## src/rtl/tcounter_b_if.sv

```systemverilog
// Control/status bundle for the tcounter_b timer: start/stop/config in,
// count and event status out.
interface tcounter_b_if #(
  parameter int WIDTH   = 16,
  parameter int PRESC_W = 8,
  parameter int MCNT_W  = 8
);
  logic               start_i;
  logic               stop_i;
  logic               one_shot_i;
  logic [PRESC_W-1:0] prescale_i;
  logic [WIDTH-1:0]   compare_i;
  logic [WIDTH-1:0]   count_o;
  logic               running_o;
  logic               done_o;
  logic               match_o;
  logic [MCNT_W-1:0]  match_count_o;

  modport master (
    output start_i, stop_i, one_shot_i, prescale_i, compare_i,
    input  count_o, running_o, done_o, match_o, match_count_o
  );

  modport slave (
    input  start_i, stop_i, one_shot_i, prescale_i, compare_i,
    output count_o, running_o, done_o, match_o, match_count_o
  );
endinterface

```

## src/rtl/tcounter_b_core.sv

```systemverilog
// Prescaled up-counting timer with compare match, one-shot/auto-reload modes,
// a single-cycle match pulse and a wrapping match event counter.
module tcounter_b_core #(
  parameter int WIDTH   = 16,
  parameter int PRESC_W = 8,
  parameter int MCNT_W  = 8
) (
  input  logic        clk,
  input  logic        reset,
  tcounter_b_if.slave bus
);
  typedef enum logic [1:0] {IDLE, RUN, DONE} state_t;

  state_t             state;
  logic [WIDTH-1:0]   count;
  logic [PRESC_W-1:0] presc;
  logic [MCNT_W-1:0]  mcnt;
  logic               running, done, match;
  logic               one_shot_q;
  logic [PRESC_W-1:0] prescale_q;
  logic [WIDTH-1:0]   compare_q;

  always_ff @(posedge clk) begin
    if (reset) begin
      state      <= IDLE;
      count      <= '0;
      presc      <= '0;
      mcnt       <= '0;
      running    <= 1'b0;
      done       <= 1'b0;
      match      <= 1'b0;
      one_shot_q <= 1'b0;
      prescale_q <= '0;
      compare_q  <= '0;
    end else begin
      match <= 1'b0;
      if (bus.stop_i) begin
        // stop beats start; in IDLE it is a no-op and any start is dropped
        if (state != IDLE) begin
          state   <= IDLE;
          presc   <= '0;
          running <= 1'b0;
          done    <= 1'b0;
        end
      end else if (bus.start_i) begin
        state      <= RUN;
        count      <= '0;
        presc      <= '0;
        mcnt       <= '0;
        running    <= 1'b1;
        done       <= 1'b0;
        one_shot_q <= bus.one_shot_i;
        prescale_q <= bus.prescale_i;
        compare_q  <= bus.compare_i;
      end else if (state == RUN) begin
        if (presc == prescale_q) begin
          presc <= '0;
          if (count == compare_q) begin
            match <= 1'b1;
            mcnt  <= mcnt + 1'b1;
            if (one_shot_q) begin
              state   <= DONE;
              running <= 1'b0;
              done    <= 1'b1;
            end else begin
              count <= '0;
            end
          end else begin
            count <= count + 1'b1;
          end
        end else begin
          presc <= presc + 1'b1;
        end
      end
    end
  end

  assign bus.count_o       = count;
  assign bus.running_o     = running;
  assign bus.done_o        = done;
  assign bus.match_o       = match;
  assign bus.match_count_o = mcnt;
endmodule

```

## src/flat_wrapper.sv

```systemverilog
// flat-port wrapper written by rule: the top's interface ports become plain ports
module tcounter_b_core_flat 
#(
  parameter int WIDTH   = 16,
  parameter int PRESC_W = 8,
  parameter int MCNT_W  = 8
)
  (clk, reset, bus_start_i, bus_stop_i, bus_one_shot_i, bus_prescale_i, bus_compare_i, bus_count_o, bus_running_o, bus_done_o, bus_match_o, bus_match_count_o);
  tcounter_b_if #(.WIDTH(WIDTH), .PRESC_W(PRESC_W), .MCNT_W(MCNT_W)) bus_i ();
  input  logic clk;
  input  logic reset;
  input wire logic [$bits(bus_i.start_i)-1:0] bus_start_i;
  input wire logic [$bits(bus_i.stop_i)-1:0] bus_stop_i;
  input wire logic [$bits(bus_i.one_shot_i)-1:0] bus_one_shot_i;
  input wire logic [$bits(bus_i.prescale_i)-1:0] bus_prescale_i;
  input wire logic [$bits(bus_i.compare_i)-1:0] bus_compare_i;
  output wire logic [$bits(bus_i.count_o)-1:0] bus_count_o;
  output wire logic [$bits(bus_i.running_o)-1:0] bus_running_o;
  output wire logic [$bits(bus_i.done_o)-1:0] bus_done_o;
  output wire logic [$bits(bus_i.match_o)-1:0] bus_match_o;
  output wire logic [$bits(bus_i.match_count_o)-1:0] bus_match_count_o;
  assign bus_i.start_i = bus_start_i;
  assign bus_i.stop_i = bus_stop_i;
  assign bus_i.one_shot_i = bus_one_shot_i;
  assign bus_i.prescale_i = bus_prescale_i;
  assign bus_i.compare_i = bus_compare_i;
  assign bus_count_o = bus_i.count_o;
  assign bus_running_o = bus_i.running_o;
  assign bus_done_o = bus_i.done_o;
  assign bus_match_o = bus_i.match_o;
  assign bus_match_count_o = bus_i.match_count_o;
  tcounter_b_core #(.WIDTH(WIDTH), .PRESC_W(PRESC_W), .MCNT_W(MCNT_W)) u_core (.clk(clk), .reset(reset), .bus(bus_i));
endmodule
```

## config.mk

```make
export PLATFORM = sky130hd
export DESIGN_NAME = tcounter_b_core_flat
export DESIGN_NICKNAME = d
export VERILOG_FILES = /design/src/rtl/tcounter_b_if.sv /design/src/rtl/tcounter_b_core.sv /design/src/flat_wrapper.sv
export SDC_FILE = /design/constraint.sdc
export NUM_CORES = 1
export LEC_CHECK = 0
export ABC_CLOCK_PERIOD_IN_PS = 2650
export BUFFER_PORTS_ARGS = -buffer_cell sky130_fd_sc_hd__buf_2
export CAP_MARGIN = 5
export CORE_MARGIN = 8
export CORE_UTILIZATION = 33
export DETAILED_ROUTE_END_ITERATION = 8
export PLACE_DENSITY = 0.54
export REMOVE_ABC_BUFFERS = 1
export SETUP_SLACK_MARGIN = 0.4
export SLEW_MARGIN = 20
export SYNTH_ARGS = -nofsm -noshare
export SYNTH_HDL_FRONTEND = slang
export SYNTH_SLANG_ARGS = --single-unit
```

## constraint.sdc

```tcl
create_clock -name clk -period 2.65 [get_ports clk]
set_input_delay 0.53 -clock clk [delete_from_list [all_inputs] [get_ports clk]]
set_output_delay 0.53 -clock clk [all_outputs]
set_load 0.05 [all_outputs]
```

==> flow_metrics.tcl <==
set metrics [dict create \
    synth_top_family_by_area "simple AND/OR/NAND/NOR gates" \
    start_util_pct 33.4 \
    p_int_mw 1.46 \
    drt-pass1-iter-count 4 \
    finalHoldViolCount 0 \
    fillerInstances 1017 \
    path_clk_slew_ns 0.07 \
    hold_path_class "in -> reg" \
    p_per_area_nw_per_um2 508 \
    start_kind "flop" \
    cts.htree.levels 3 \
    dpl_worst_slack_ns 0.411 \
    synth-seq-cells 60 \
    synth-async-reset-ratio_pct 0 \
    place_inst 572 \
    grt-ovfl-total 0 \
    core-area_um2 9640 \
    vias 3066 \
    synth-xor-area-share_pct 9.37 \
    grt_max_degree 32 \
    layout_commonest_cell "nand2_1" \
    synth_compound_area_share_pct 16.2 \
    yosys.cell_types.count 59 \
    period_share_pct 80.0 \
    cts.sinks 60 \
    fin_cells 594 \
    synth_edf_count 0 \
    p_switching_mw 0.557 \
    ys_seq_area_share_pct 37.3 \
    min_period_ns 2.12 \
    setup_viol 0 \
    grt_pass1_wl_um 14700 \
    dp_hpwl_um 6450 \
    slew_headroom_pct 71.3 \
    cts_inserted_buffers 9 \
    drive_above_1_share_pct 26.5 \
    netSwitchingFraction_pct 27.6 \
    diodes 0 \
    wire_per_inst_um 15.5 \
    drt_wl_total_um 9210 \
    muxShareOfSynthArea_pct 0.972 \
    clk_latency_ns 0.34 \
    drv_cap 0 \
    yosys.area.top_type "dfxtp_1" \
    antenna_found_initial 0 \
    crit_required_ns 2.88 \
    layout_common_cells "nand2_1 (74), dfxtp_1 (59), buf_2 (55), a21oi_1 (28), nor2_1 (25)" \
    crit_path_cell_trace "xor2_1 -> nor4_2 -> and4_4 -> nor4b_4 -> buf_12 -> a221o_2" \
    place_congestion 0.823 \
    first_global_vias 2941 \
    cts_tree "built" \
    crit_fanout 13 \
    place_area_um2 3670 \
    finalPower_mw 2.01 \
    syn2layout_area_growth_pct 23.3 \
    seqPwrFrac_pct 46.7 \
    clock_path_buffers 2 \
    numPortBuffers 55 \
    worstMarginPinSlew_ns 0.428 \
    die_w_um 115 \
    synth-simple-area-share_pct 30.7 \
    yosysWarnings 0 \
    antenna_left 0 \
    irDropWorstVdd_mv 0.215 \
    synthFlopType "dfxtp_1" \
    drc 0 \
    track_usage_pct 14.1 \
    outcome "finished clean" \
    first_iter_violations 158 \
    dieHeight_um 115 \
    clockRootBuffer "clkbuf_8" \
    pin_count 56 \
    p_comb_share_pct 13.7 \
    arrival_ns 2.35 \
    synth_area_um2 3220 \
    finalSetupTns_ns 0 \
    synth.area.top_cells "dfxtp_1 (37%), nand2_1 (8.6%), xor2_1 (5.4%), a21oi_1 (4.4%), nor2_1 (2.9%)" \
    final_area_um2 3970 \
    max_stage_delay_ns 0.47 \
    rsz0062_at_grt "no" \
    cp-end-kind "flop" \
    finalClockSkew_ns 0.00510 \
    path_class "reg -> reg" \
    synthAdderAreaFrac_pct 1.17 \
    postSynthCellCount 394 \
    synth_top_area_share_pct 37.3 \
    finalWorstSetupSlack_ns 0.529 \
    clock_power_share_pct 39.5 \
    final_net_count 488 \
    syn_area_per_cell_um2 8.17 \
    p_leak_nw 1.61 \
    dieArea_um2 13200 \
    cp_slowest_cell "dfxtp_1" \
    slew_viol_final 0 \
    drt-vias-per-instance 5.16 \
    fmax_mhz 471 \
    std_cell_rows 36 \
]
## cells in the mapped netlist, types with 2 or more instances
cell type	instances
or3b_2	2
and3_1	4
xor2_1	20
nor4_1	9
and4_2	2
buf_2	3
xnor2_1	7
or3_1	3
nor2b_1	3
a2111oi_0	2
nor3b_1	3
a41oi_1	4
nor2_1	25
nand2_1	74
a221o_2	4
nand3_1	13
nor4b_1	2
xnor2_2	4
nand2b_1	8
ha_1	3
a211o_1	2
and2_1	2
a21oi_1	28
mux2i_1	2
inv_1	6
nor3_1	18
clkbuf_1	18
nand4_1	11
buf_4	2
dfxtp_1	60
o221ai_1	2
o21ai_0	7
a221o_1	8
o211ai_1	2
and4_1	4
or2_2	4
## power groups by stage
stage | sequential, mW | clock, mW | combinational [mW]
after CTS | 0.942 | 0.818 | 0.252
after global placement | 0.962 | 0 | 0.231
after floorplan | 0.961 | 0 | 0.132
after global routing | 0.944 | 0.859 | 0.301
after detailed placement | 0.963 | 0 | 0.236
final | 0.942 | 0.796 | 0.277
## critical path, delay by kind of cell, from the launching register on
kind / cells / cell delay (ns)
compound gates: 1 / 0.33
xor+xnor: 1 / 0.13
buf+inv: 1 / 0.16
flops: 1 / 0.47
simple gates: 3 / 0.91
## logic make-up (layout without fill, tap and decap cells)
family | Yosys count | count (layout)
AO/OA/AOI/OAI | 72 | 72
AND/OR/NAND/NOR | 194 | 195
adder cells (fa/ha/maj) | 3 | 3
buffers and inverters | 31 | 97
multiplexers | 3 | 3
XOR/XNOR | 31 | 31
flip-flops | 60 | 60
## final timing paths
check                         from                    end  slack [ns]  cells past startpoint
max          u_core.bus.count_o[3]  u_core.bus.count_o[2]        0.53                      6
min                 bus_one_shot_i      u_core.one_shot_q        0.42                      3
max reg2reg  u_core.bus.count_o[3]  u_core.bus.count_o[2]        0.53                      6
min reg2reg    u_core.compare_q[5]    u_core.compare_q[5]        0.47                      2
## what timing repair did
item / 4_1_cts / 5_1_grt
pin swaps: 1 / 2
resized for setup: 4 / 4
buffers inserted: 0 / 5
hold buffers: 0 / 0
endpoints found under the setup margin: 4 / 13
cloned: 1 / 0
## routing by layer
layer	routed length [µm]	vias to the layer above	global-route usage (%)	part of all wire, %
li1	-	1546	-	-
met1	4420	1453	17.4	48
met2	4240	53	22.8	46
met3	311	14	3.15	3.4
met4	244	0	7.01	2.6
met5	0	-	0	0
## sequential cells by signal, indices dropped and copies added, names as in the netlist
register                  cells
u_core.bus.count_o           16
u_core.compare_q             16
u_core.bus.match_count_o      8
u_core.presc                  8
u_core.prescale_q             8
u_core.state                  2
u_core.bus.match_o            1
u_core.one_shot_q             1
## per-stage QoR
| stage | hold slack (ns) | util (%) |
|---|---|---|
| global placement | 0.455 | 38.0 |
| global route | 0.416 | 41.2 |
| detailed placement | 0.462 | 38.1 |
| floorplan | 0.442 | - |
| CTS | 0.413 | 40.4 |
| finish | 0.423 | 41.2 |
## area by class of cell
| cell class | instances | area [µm²] | share of cell area [%] |
|---|---|---|---|
| clock buffer | 11 | 131 | 3.31 |
| clock inverter | 5 | 52.6 | 1.32 |
| inverter | 6 | 22.5 | 0.567 |
| multi-input combinational | 304 | 1960 | 49.3 |
| sequential | 60 | 1200 | 30.3 |
| tap | 133 | 166 | 4.19 |
| timing repair buffer | 75 | 438 | 11.0 |
(Power assumes the default switching activity.)
